**config.mk**
```make
export PLATFORM = sky130hd
export DESIGN_NAME = channel_sample_demux_flat
export DESIGN_NICKNAME = d
export VERILOG_FILES = /design/src/rtl/oscilloscope_pkg.sv /design/src/rtl/channel_sample_demux_if.sv /design/src/rtl/channel_sample_demux_slope_tracker.sv /design/src/rtl/channel_sample_demux.sv /design/src/flat_wrapper.sv
export SDC_FILE = /design/constraint.sdc
export NUM_CORES = 1
export LEC_CHECK = 0
export BUFFER_PORTS_ARGS = -buffer_cell sky130_fd_sc_hd__buf_2
export CAP_MARGIN = 20
export CELL_PAD_IN_SITES_DETAIL_PLACEMENT = 1
export CELL_PAD_IN_SITES_GLOBAL_PLACEMENT = 2
export CORE_ASPECT_RATIO = 0.7
export CORE_MARGIN = 5
export CORE_UTILIZATION = 37
export DETAILED_ROUTE_END_ITERATION = 8
export GPL_TIMING_DRIVEN = 1
export PLACE_DENSITY = 0.85
export SLEW_MARGIN = 25
export SYNTH_ARGS = -nofsm -noshare
export SYNTH_HDL_FRONTEND = slang
export SYNTH_SLANG_ARGS = --single-unit
```
**constraint.sdc**
```tcl
create_clock -name clock -period 7.6 [get_ports clock]
set_clock_uncertainty 0.2 [all_clocks]
set_input_delay 1.14 -clock clock [delete_from_list [all_inputs] [get_ports clock]]
set_output_delay 1.14 -clock clock [all_outputs]
set_load 0.01 [all_outputs]
```
**src/rtl/oscilloscope_pkg.sv**
```systemverilog
// Shared types and constants for the ADC sample demux path.
package oscilloscope_pkg;

  localparam int SAMPLE_BITS_DEFAULT = 12;

  // Channel tags carried on adcChannel
  localparam logic CH1 = 1'b0;
  localparam logic CH2 = 1'b1;

  typedef enum logic [1:0] {
    UNSYNCED   = 2'd0,
    EXPECT_CH1 = 2'd1,
    EXPECT_CH2 = 2'd2
  } demux_state_t;

endpackage

```
**src/rtl/channel_sample_demux_if.sv**
```systemverilog
// ADC sample stream in, per-channel data/slope/sequencing status out.
interface channel_sample_demux_if #(
  parameter int SAMPLE_BITS = 12
);
  logic [SAMPLE_BITS-1:0] adcData;
  logic                   adcValid;
  logic                   adcChannel;
  logic [SAMPLE_BITS-1:0] channel1;
  logic [SAMPLE_BITS-1:0] channel2;
  logic                   channel1Valid;
  logic                   channel2Valid;
  logic                   positiveSlopeChannel1;
  logic                   positiveSlopeChannel2;
  logic                   synced;
  logic                   sequenceError;

  // Sample producer side
  modport master (
    output adcData, adcValid, adcChannel,
    input  channel1, channel2, channel1Valid, channel2Valid,
           positiveSlopeChannel1, positiveSlopeChannel2, synced, sequenceError
  );

  // Demux side
  modport slave (
    input  adcData, adcValid, adcChannel,
    output channel1, channel2, channel1Valid, channel2Valid,
           positiveSlopeChannel1, positiveSlopeChannel2, synced, sequenceError
  );
endinterface

```
**src/rtl/channel_sample_demux_slope_tracker.sv**
```systemverilog
// Hysteresis slope flag for one channel. The first sample after reset
// only primes the previous-sample register.
module slope_tracker #(
  parameter int SAMPLE_BITS = 12
) (
  input  logic                   clock,
  input  logic                   reset_n,
  input  logic [SAMPLE_BITS-1:0] sample,
  input  logic                   load,
  input  logic [SAMPLE_BITS-1:0] hysteresis,
  output logic                   slope
);
  logic [SAMPLE_BITS-1:0] prev;
  logic                   primed;
  logic [SAMPLE_BITS:0]   sampleWide, prevWide, hystWide;
  logic                   rising, falling;

  // One extra bit so prev+hysteresis and sample+hysteresis never wrap
  assign sampleWide = {1'b0, sample};
  assign prevWide   = {1'b0, prev};
  assign hystWide   = {1'b0, hysteresis};
  assign rising     = sampleWide > (prevWide + hystWide);
  assign falling    = (sampleWide + hystWide) < prevWide;

  // Track previous sample and move the flag only on a clear excursion
  always_ff @(posedge clock or negedge reset_n) begin
    if (!reset_n) begin
      prev   <= '0;
      primed <= 1'b0;
      slope  <= 1'b0;
    end else if (load) begin
      prev   <= sample;
      primed <= 1'b1;
      if (primed) begin
        if (rising)       slope <= 1'b1;
        else if (falling) slope <= 1'b0;
      end
    end
  end
endmodule

```
**src/rtl/channel_sample_demux.sv**
```systemverilog
// Splits the interleaved ch1/ch2 ADC stream into registered per-channel
// outputs, tracks strict alternation and flags sequencing faults.
module channel_sample_demux
  import oscilloscope_pkg::*;
#(
  parameter int SAMPLE_BITS      = SAMPLE_BITS_DEFAULT,
  parameter int SLOPE_HYSTERESIS = 8
) (
  input logic                  clock,
  input logic                  reset_n,
  channel_sample_demux_if.slave adc
);
  localparam logic [SAMPLE_BITS-1:0] HYST = SAMPLE_BITS'(SLOPE_HYSTERESIS);

  demux_state_t           state, stateNext;
  logic                   accept1, accept2, errNext;
  logic [SAMPLE_BITS-1:0] channel1Q, channel2Q;
  logic                   valid1Q, valid2Q, errQ;

  // Next-state and accept decisions for the alternation tracker
  always_comb begin
    stateNext = state;
    accept1   = 1'b0;
    accept2   = 1'b0;
    errNext   = 1'b0;
    if (adc.adcValid) begin
      unique case (state)
        UNSYNCED: begin
          // A stray ch2 while unlocked is dropped silently
          if (adc.adcChannel == CH1) begin
            accept1   = 1'b1;
            stateNext = EXPECT_CH2;
          end
        end
        EXPECT_CH2: begin
          if (adc.adcChannel == CH2) begin
            accept2   = 1'b1;
            stateNext = EXPECT_CH1;
          end else begin
            // Repeated ch1: keep the newer sample and stay locked on it
            errNext = 1'b1;
            accept1 = 1'b1;
          end
        end
        EXPECT_CH1: begin
          if (adc.adcChannel == CH1) begin
            accept1   = 1'b1;
            stateNext = EXPECT_CH2;
          end else begin
            errNext   = 1'b1;
            stateNext = UNSYNCED;
          end
        end
        default: stateNext = UNSYNCED;
      endcase
    end
  end

  // State, data and one-cycle pulse registers
  always_ff @(posedge clock or negedge reset_n) begin
    if (!reset_n) begin
      state     <= UNSYNCED;
      channel1Q <= '0;
      channel2Q <= '0;
      valid1Q   <= 1'b0;
      valid2Q   <= 1'b0;
      errQ      <= 1'b0;
    end else begin
      state   <= stateNext;
      valid1Q <= accept1;
      valid2Q <= accept2;
      errQ    <= errNext;
      if (accept1) channel1Q <= adc.adcData;
      if (accept2) channel2Q <= adc.adcData;
    end
  end

  slope_tracker #(.SAMPLE_BITS(SAMPLE_BITS)) slope1 (
    .clock(clock), .reset_n(reset_n), .sample(adc.adcData), .load(accept1),
    .hysteresis(HYST), .slope(adc.positiveSlopeChannel1)
  );

  slope_tracker #(.SAMPLE_BITS(SAMPLE_BITS)) slope2 (
    .clock(clock), .reset_n(reset_n), .sample(adc.adcData), .load(accept2),
    .hysteresis(HYST), .slope(adc.positiveSlopeChannel2)
  );

  assign adc.channel1      = channel1Q;
  assign adc.channel2      = channel2Q;
  assign adc.channel1Valid = valid1Q;
  assign adc.channel2Valid = valid2Q;
  assign adc.sequenceError = errQ;
  assign adc.synced        = (state != UNSYNCED);
endmodule

```
**src/flat_wrapper.sv**
```systemverilog
// flat-port wrapper written by rule: the top's interface ports become plain ports
module channel_sample_demux_flat import oscilloscope_pkg::*;
#(
  parameter int SAMPLE_BITS      = SAMPLE_BITS_DEFAULT,
  parameter int SLOPE_HYSTERESIS = 8
)
  (clock, reset_n, adc_adcData, adc_adcValid, adc_adcChannel, adc_channel1, adc_channel2, adc_channel1Valid, adc_channel2Valid, adc_positiveSlopeChannel1, adc_positiveSlopeChannel2, adc_synced, adc_sequenceError);
  channel_sample_demux_if #(.SAMPLE_BITS(SAMPLE_BITS)) adc_i ();
  input logic clock;
  input logic reset_n;
  input wire logic [$bits(adc_i.adcData)-1:0] adc_adcData;
  input wire logic [$bits(adc_i.adcValid)-1:0] adc_adcValid;
  input wire logic [$bits(adc_i.adcChannel)-1:0] adc_adcChannel;
  output wire logic [$bits(adc_i.channel1)-1:0] adc_channel1;
  output wire logic [$bits(adc_i.channel2)-1:0] adc_channel2;
  output wire logic [$bits(adc_i.channel1Valid)-1:0] adc_channel1Valid;
  output wire logic [$bits(adc_i.channel2Valid)-1:0] adc_channel2Valid;
  output wire logic [$bits(adc_i.positiveSlopeChannel1)-1:0] adc_positiveSlopeChannel1;
  output wire logic [$bits(adc_i.positiveSlopeChannel2)-1:0] adc_positiveSlopeChannel2;
  output wire logic [$bits(adc_i.synced)-1:0] adc_synced;
  output wire logic [$bits(adc_i.sequenceError)-1:0] adc_sequenceError;
  assign adc_i.adcData = adc_adcData;
  assign adc_i.adcValid = adc_adcValid;
  assign adc_i.adcChannel = adc_adcChannel;
  assign adc_channel1 = adc_i.channel1;
  assign adc_channel2 = adc_i.channel2;
  assign adc_channel1Valid = adc_i.channel1Valid;
  assign adc_channel2Valid = adc_i.channel2Valid;
  assign adc_positiveSlopeChannel1 = adc_i.positiveSlopeChannel1;
  assign adc_positiveSlopeChannel2 = adc_i.positiveSlopeChannel2;
  assign adc_synced = adc_i.synced;
  assign adc_sequenceError = adc_i.sequenceError;
  channel_sample_demux #(.SAMPLE_BITS(SAMPLE_BITS), .SLOPE_HYSTERESIS(SLOPE_HYSTERESIS)) u_core (.clock(clock), .reset_n(reset_n), .adc(adc_i));
endmodule
```
Word level (Yosys, flattened, before mapping)

Cells that the tools add are included.

Output and inout port bits: 30
Flip-flop bits (word level): 33

Equal/unequal tests: 4
$lt $le $gt $ge: 4
$add $sub $neg: 3
Reduce and logical (&&, ||, !) cells: 8
Muxes and demuxes: 16

Operators with widths:

| cell                                           | count |
|---|---|
| adder 12 x 4 -> 13 bit (second input constant) | 3 |
| greater-than comparator 12 x 13 -> 1 bit       | 2 |
| < comparator 13 x 12 -> 1 bit                  | 2 |
| 2-to-1 mux 1 bit                               | 11 |
| AND reduction 3 bit                            | 3 |
| 2-to-1 mux 2 bit                               | 3 |
| one-hot mux 2 bit (3 select lines)             | 1 |
| nonzero test 2 bit                             | 3 |
| inequality test 2 bit (second input constant)  | 2 |
| OR reduction 3 bit                             | 1 |
| == test 2 x 1 -> 1 bit (second input constant) | 1 |
| == test 2 bit (second input constant)          | 1 |
| logical NOT 2 bit                              | 1 |
| one-hot mux 1 bit (2 select lines)             | 1 |

Longest topological paths before layout

Gate-level depths: netlist of run 1.

Depth after elaboration: 5
Depth in mapped cells: 11
Gate-level depth less buffers: 11

Modules after synthesis

A second synthesis of run 1 with hierarchy kept.

Cells, all modules: 554
Area total of the unflattened synthesis: 5216.3 sq um

By module, submodules not included:

| module                         | area each (sq um) | cells an instance | times used |
|---|---|---|---|
| slope_tracker at u_core.slope2 | 2039.5            | 235               | 1 |
| slope_tracker at u_core.slope1 | 2010.7            | 249               | 1 |
| channel_sample_demux           | 1166.1            | 70                | 1 |

Worst setup path after synthesis of run 1

OpenSTA, ideal clock, no wires.

Kind: input port to flip-flop
Start: input adc_adcData[5]
End: register u_core.slope2.slope
Required time: 7.324 ns
Arrival: 2.751 ns
Setup time: 0.076 ns
Path slack: 4.572 ns
Buffers on the path: 0
Stages on the path: 9
Cells stage by stage: and4_1 -> nand4_1 -> xnor2_1 -> ha_1 -> nand3_1 -> or3_1 -> a211oi_1 -> o41ai_2 -> o21ai_1

Cells in the longest elaborated chain, start to end: 4
Elaborated cells on any way between the ends: 6
Classes of those cells: add/sub: 1; order compare: 2; mux: 1; reduce/logical: 2

Ends and longest elaborated chain:

| what                          | RTL line                                 | RTL |
|---|---|---|
| start, declared               | flat_wrapper.sv:11                       | `input wire logic [$bits(adc_i.adcData)-1:0] adc_adcData;` |
| adder 12 x 4 -> 13 bit        | channel_sample_demux_slope_tracker.sv:23 | `assign falling = (sampleWide + hystWide) < prevWide;` |
| < comparator 13 x 12 -> 1 bit | channel_sample_demux_slope_tracker.sv:23 |  |
| nonzero test 2 bit (no line)  | --                                       |  |
| AND reduction 3 bit (no line) | --                                       |  |
| end signal, assigned          | channel_sample_demux_slope_tracker.sv:30 | `slope <= 1'b0;` |
| end signal, assigned          | channel_sample_demux_slope_tracker.sv:35 | `if (rising) slope <= 1'b1;` |
| end signal, assigned          | channel_sample_demux_slope_tracker.sv:36 | `else if (falling) slope <= 1'b0;` |
| end, declared                 | channel_sample_demux_slope_tracker.sv:11 | `output logic slope` |

Several ways; a longest one is shown, not always the timed one.
A chain may end at the register's enable or synchronous reset.

Worst setup path after layout of run 1

Same ends and word-level chain as after synthesis.

==> results of run 1 <==
==> through the flow <==
stage	std cells	hold WS (ns)	area, um^2	power [uW]
6_report	431	0.291	3050	729
3_3_place_gp	422	0.254	2920	545
3_5_place_dp	422	0.260	2920	557
4_1_cts	430	0.284	3040	739
5_1_grt	431	0.306	3050	793
2_1_floorplan	287	0.240	2590	442
==> cell families after synthesis <==
group / Yosys count / share of synthesized area
xor+xnor: 21 / 0.0709
compound gates: 60 / 0.155
mux: 1 / 0.00434
buf+inv: 34 / 0.0516
flops: 33 / 0.318
simple gates: 93 / 0.183
fa+ha+maj: 45 / 0.217
==> cells in the mapped netlist (2+ instances only) <==
master / instances / share of area
a21o_1: 10 / 0.029
a21oi_1: 11 / 0.021
and3_1: 2 / 0.0048
buf_2: 4 / 0.0077
dfrtp_1: 33 / 0.32
ha_1: 45 / 0.22
inv_1: 26 / 0.038
inv_2: 3 / 0.0043
nand2_1: 31 / 0.045
nand2b_1: 2 / 0.0048
nand3_1: 20 / 0.039
nand4_1: 9 / 0.022
nor2_1: 12 / 0.017
nor2b_1: 2 / 0.0048
nor3_1: 3 / 0.0058
o21ai_0: 3 / 0.0058
o21ai_1: 24 / 0.046
o221ai_1: 2 / 0.0068
o41ai_2: 2 / 0.013
or2_2: 4 / 0.0096
xnor2_1: 20 / 0.068
==> metal layers <==
| layer | share of wire | up-vias | track usage |
|---|---|---|---|
| met5 | 0 | - | 0 |
| met4 | 0.019 | 0 | 0.0511 |
| met3 | 0.043 | 21 | 0.0353 |
| met2 | 0.43 | 48 | 0.281 |
| met1 | 0.50 | 1067 | 0.251 |
| li1 | - | 1110 | - |
==> power by group through the flow <==
| stage | registers, uW | logic (uW) | clock network [uW] |
|---|---|---|---|
| final | 248 | 303 | 178 |
| after global routing | 255 | 346 | 192 |
| after CTS | 249 | 307 | 183 |
| after detailed placement | 252 | 305 | 0 |
| after global placement | 251 | 295 | 0 |
| after floorplan | 261 | 181 | 0 |
==> cell type report <==
cell class              instances  share of cell area
repair buffers                 46              0.0776
inverters                      30              0.0374
clock buffers                   6              0.0271
clock inverters                 2              0.0123
well taps                      94              0.0386
multi-input cells             220               0.536
flip-flops and latches         33               0.271
==> final timing paths <==
kind / to / slack [ns] / cells past startpoint
setup / recovery: u_core.slope2.slope / 4.33 / 10
hold / removal: u_core.slope1.primed / 0.29 / 1
setup reg to reg: u_core.slope2.slope / 4.50 / 10
hold reg to reg: u_core.slope1.primed / 0.29 / 1
max in group asynchronous: u_core.adc.channel2[10] / 5.96 / 1
min in group asynchronous: u_core.adc.channel2[7] / 0.72 / 1
==> layout by cell type (no fill, tap or decap), types with 4 or more instances in the layout <==
cell type / count
nand2_1: 31
a21oi_1: 11
dfrtp_1: 33
buf_2: 45
a21o_1: 10
nand3_1: 20
o21ai_1: 24
nand4_1: 9
clkbuf_8: 6
or2_2: 4
inv_1: 26
ha_1: 45
xnor2_1: 20
nor2_1: 12
==> critical path, stage by stage <==
cell,delay [ns]
buf_2,0.17
and4_1,0.33
nand4_1,0.16
xnor2_1,0.19
ha_1,0.32
nand3_1,0.10
or3_1,0.40
a211oi_1,0.27
o41ai_2,0.12
o21ai_1,0.08
==> impl_metrics.toml, run 1 <==
[final_layout]
insertedDiodeCount = 0
nFillCells = 833
multi_input_area_um2 = 1630
fin_nets = 397
drive_above_1_share = 0.202
fin_util = 0.449
syn2layout_area_growth_pct = 17.5
area.sequential_um2 = 826

[floorplan]
design.die.area_um2 = 8810
num_io_pins = 46
die_x_um = 110
coreArea_um2 = 6790
row_count = 25
start_util = 0.382
fp.dieH_um = 80.1

[power]
p_int_uw = 448
share_comb_of_total_power = 0.416
p_seq_frac = 0.341
p_leak_uw = 0.00150
p_sw_frac = 0.386
pwr-share-clk = 0.244
power_per_cell_area_nw_per_um2 = 239
peakVddDrop_uv = 84.6
p_switching_uw = 281

[clock_tree]
holdBufCountCts = 0
cts_tree = "yes"
cts_setup_buffers = 0
insertion_delay_ns = 0.29
clk_pin_slew_worst_paths_ns = 0.07
htreeDepth = 2
cts_buffers = 5
cts-root-buf = "clkbuf_8"
postCtsResizedCells = 0
cts_sinks = 33
clk_path_buf_depth = 2

[sta]
tns_ns = 0
max_freq_ghz = 0.306
finalSetupViolCount = 0
setup_ws_ns = 4.33
min_period_ns = 3.27
timing.final.crit_share = 0.430
finalHoldViolations = 0
rsz0062_at_grt = "false"
slew_headroom = 0.470
maxSlewViolCount = 0
worst_pin_slew_ns = 0.796

[setup_path]
cp_max_fo = 9
cp.arrival_ns = 3.29
cp.required_ns = 7.62
cp-start-kind = "primary input"
critPathLaunch = "adc_adcData[5]"
reg2reg_from = "u_core.adc.channel2[3]"
end_kind = "flip-flop"
crit_type = "in2reg"

[synthesis]
ys_warn_count = 0
async_flop_share = 1.00
syn_area_um2 = 2590
avgSynthCellArea_um2 = 9.04
synth_edf_count = 0
synthCells = 287
yosysSeqAreaShare = 0.318
synth_seq_cells = 33
synth_cell_types = 40
ys.flop_type = "dfrtp_1"
synth_nets = 348

[status]
outcome = "finished, final reports clean"

[drt]
wl_per_cell_um = 16.8
drt_first_pass_iters = 4
vias_per_cell = 5.21
drc = 0
vias = 2246
ant_nets = 0
drt_iter0_drc = 69
drt_wl_total_um = 7220

[run]
cap_violations = 0

[grt]
grt_pass1_wl_um = 12300
antenna_found_initial = 0
grt-ovfl-total = 0
grt_max_degree = 34
track_usage = 0.180
grt_pass1_vias = 2455

[place]
dp_hpwl_um = 5820
dp_slack_ns = 4.05
numPortBuffers = 45
place.gp.congestion = 0.820

[hold_path]
hold_start = "u_core.slope1.primed"
min_path_type = "reg2reg"
Power figures use the tool's default switching activity.
==> run 2, diff against run 1 <==
--- a/config.mk
+++ b/config.mk
@@ -5,16 +5,17 @@
 export SDC_FILE = /design/constraint.sdc
 export NUM_CORES = 1
 export LEC_CHECK = 0
+export ABC_AREA = 1
 export BUFFER_PORTS_ARGS = -buffer_cell sky130_fd_sc_hd__buf_2
 export CAP_MARGIN = 20
 export CELL_PAD_IN_SITES_DETAIL_PLACEMENT = 1
 export CELL_PAD_IN_SITES_GLOBAL_PLACEMENT = 2
 export CORE_ASPECT_RATIO = 0.7
 export CORE_MARGIN = 5
-export CORE_UTILIZATION = 37
+export CORE_UTILIZATION = 29
 export DETAILED_ROUTE_END_ITERATION = 8
 export GPL_TIMING_DRIVEN = 1
-export PLACE_DENSITY = 0.85
+export PLACE_DENSITY = 0.75
 export SLEW_MARGIN = 25
 export SYNTH_ARGS = -nofsm -noshare
 export SYNTH_HDL_FRONTEND = slang
==> constraint.sdc (replaced) <==
create_clock -name clock -period 3 [get_ports clock]
set_clock_uncertainty 0.2 [all_clocks]
set_input_delay 0.45 -clock clock [delete_from_list [all_inputs] [get_ports clock]]
set_output_delay 0.45 -clock clock [all_outputs]
set_load 0.01 [all_outputs]
==> run 2 against run 1 <==
  * Setup slack lost 3.9 ns
  * Hold slack got worse by 0.22 ns
  * Sequential share of layout area fell by 1.4 points
  * Flip-flop and latch count unchanged
  * Routed wire length is 13% higher
  * Largest power group unchanged
  * Highest routed layer unchanged
==> impl_metrics.toml, run 2 <==
[final_layout]
final_cell_mix = "nand2_1, inv_1, ha_1, buf_2, dfrtp_1"
syn2layout_area_growth_pct = 19.1
drive_above_1_share = 0.137
fin_area_um2 = 3210
insertedDiodeCount = 0
nFillCells = 1137
fin_nets = 471
final_common_cell = "nand2_1"

[drt]
wl_per_cell_um = 15.2
drt_first_pass_iters = 4
drt_wl_total_um = 8130
ant_nets = 0
vias_per_cell = 4.63
drt_iter0_drc = 64
drc = 0
vias = 2471

[floorplan]
die_x_um = 125
fp.dieH_um = 90.7
num_io_pins = 46
row_count = 29
design.die.area_um2 = 11400
start_util = 0.298
coreArea_um2 = 9070

[sta]
finalSetupViolCount = 0
rsz0062_at_grt = "false"
finalHoldViolations = 0
tns_ns = 0
max_freq_ghz = 0.391
worst_pin_slew_ns = 0.827
setup_ws_ns = 0.445
maxSlewViolCount = 0
timing.final.crit_share = 0.852
slew_headroom = 0.449
min_period_ns = 2.56

[power]
power_per_cell_area_nw_per_um2 = 589
p_int_uw = 1160
p_seq_frac = 0.333
pwr-share-clk = 0.272
p_switching_uw = 736
p_leak_uw = 0.00176
share_comb_of_total_power = 0.395
p_sw_frac = 0.389
peakVddDrop_uv = 292

[setup_path]
r2r_slack_ns = 0.44
end_kind = "flip-flop"
cp_max_fo = 5
cp-start-kind = "flip-flop"
crit_type = "reg2reg"
cp.arrival_ns = 2.58
cp.required_ns = 3.02

[clock_tree]
holdBufCountCts = 0
clk_path_buf_depth = 2
cts_buffers = 5
insertion_delay_ns = 0.28
postCtsResizedCells = 0
cts_setup_buffers = 0
cts_sinks = 33
cts-root-buf = "clkbuf_16"
htreeDepth = 2
clk_pin_slew_worst_paths_ns = 0.05
cts_tree = "yes"

[synthesis]
yosys-top-cells-count = "nand2_1, inv_1, ha_1"
synth_edf_count = 0
avgSynthCellArea_um2 = 7.48
synth_cell_types = 21
async_flop_share = 1.00
synth_nets = 422
synth_top_area_frac = 0.306
yosysSeqAreaShare = 0.306
ys_top_cells_by_area = "dfrtp_1, ha_1, nand2_1, inv_1, o21ai_0"
yosysMostFrequentCell = "nand2_1"
synthCells = 361
syn_area_um2 = 2700
synth_seq_cells = 33
synth_largest_area_cell = "dfrtp_1"
ys.flop_type = "dfrtp_1"
ys_warn_count = 0

[hold_path]
min_path_type = "in2async"

[grt]
grt-ovfl-total = 0
grt_pass1_wl_um = 13400
grt_max_degree = 34
antenna_found_initial = 0
grt_pass1_vias = 2512
track_usage = 0.148

[place]
place_area_um2 = 3070
numPortBuffers = 45
dp_slack_ns = 0.389
dp_hpwl_um = 6710
place.gp.congestion = 0.786

[run]
cap_violations = 0

[status]
outcome = "finished, final reports clean"
==> run 2: cell count changes in the layout (fill, tap and decap cells not counted), moves of 5 or more <==
cell,change
a21o_1,-8
clkbuf_16,+5
clkbuf_8,-5
inv_1,+38
nand2_1,+59
nand4_1,-6
nor2_1,+9
o21ai_0,+29
o21ai_1,-24
xnor2_1,-18
xor2_1,+16
==> run 2: critical path: stages (launching register included) <==
cell     delay (ns)
dfrtp_1        0.46
ha_1           0.23
nand2_1        0.07
nor2_1         0.17
nand3_1        0.15
nor3_1         0.20
xor2_1         0.18
ha_1           0.26
and3_1         0.21
nand3_1        0.09
nand2_1        0.05
nor2_1         0.11
nand2_1        0.07
nand2_1        0.05
==> run 2: routing by layer <==
layer	part of all wire	vias to the layer above	routed length [um]	track usage
met5	0	-	0	0
met3	0.041	6	336	0.0408
met4	0.0063	0	51	0.0244
met1	0.56	1175	4520	0.224
li1	-	1254	-	-
met2	0.40	36	3220	0.210
==> run 2: metrics by stage <==
| stage | instances | util | total power (uW) | hold WS (ns) |
|---|---|---|---|---|
| 2_1_floorplan | 361 | - | 1110 | -0.0456 |
| 3_3_place_gp | 527 | 0.339 | 1370 | 0.233 |
| 3_5_place_dp | 527 | 0.339 | 1400 | 0.240 |
| 4_1_cts | 534 | 0.354 | 1930 | 0.108 |
| 5_1_grt | 534 | 0.354 | 2080 | 0.138 |
| 6_report | 534 | 0.354 | 1890 | 0.0662 |
==> run 2: power by group through the flow <==
stage	logic [uW]	registers (uW)	clock network [uW]
after CTS	764	632	530
after floorplan	456	655	0
after global placement	734	636	0
after global routing	876	647	556
after detailed placement	758	639	0
final	748	631	515
==> run 2: worst paths after layout <==
kind                                          end  cells past startpoint                   start
min reg2reg                  u_core.slope2.primed                      2    u_core.slope2.primed
max                           u_core.slope2.slope                     13  u_core.adc.channel2[4]
max reg2reg                   u_core.slope2.slope                     13  u_core.adc.channel2[4]
min in group clock           u_core.slope2.primed                      2    u_core.slope2.primed
min                          u_core.slope2.primed                      1                 reset_n
max in group asynchronous  u_core.adc.channel2[7]                      1                 reset_n
==> run 2: cell families after synthesis <==
| group | count (synthesis) | share of synthesized area |
|---|---|---|
| AND/OR/NAND/NOR | 146 | 0.233 |
| adder cells (fa/ha/maj) | 45 | 0.209 |
| XOR/XNOR | 19 | 0.0617 |
| flip-flops | 33 | 0.306 |
| buffers and inverters | 68 | 0.0946 |
| AO/OA/AOI/OAI | 50 | 0.0964 |
==> run 2: cell type report <==
class,count,area (um^2),area share
multi-input cells,260,1620,0.503
well taps,124,155,0.0483
clock buffers,7,143,0.0444
inverters,64,240,0.0747
flip-flops and latches,33,826,0.257
repair buffers,46,233,0.0724
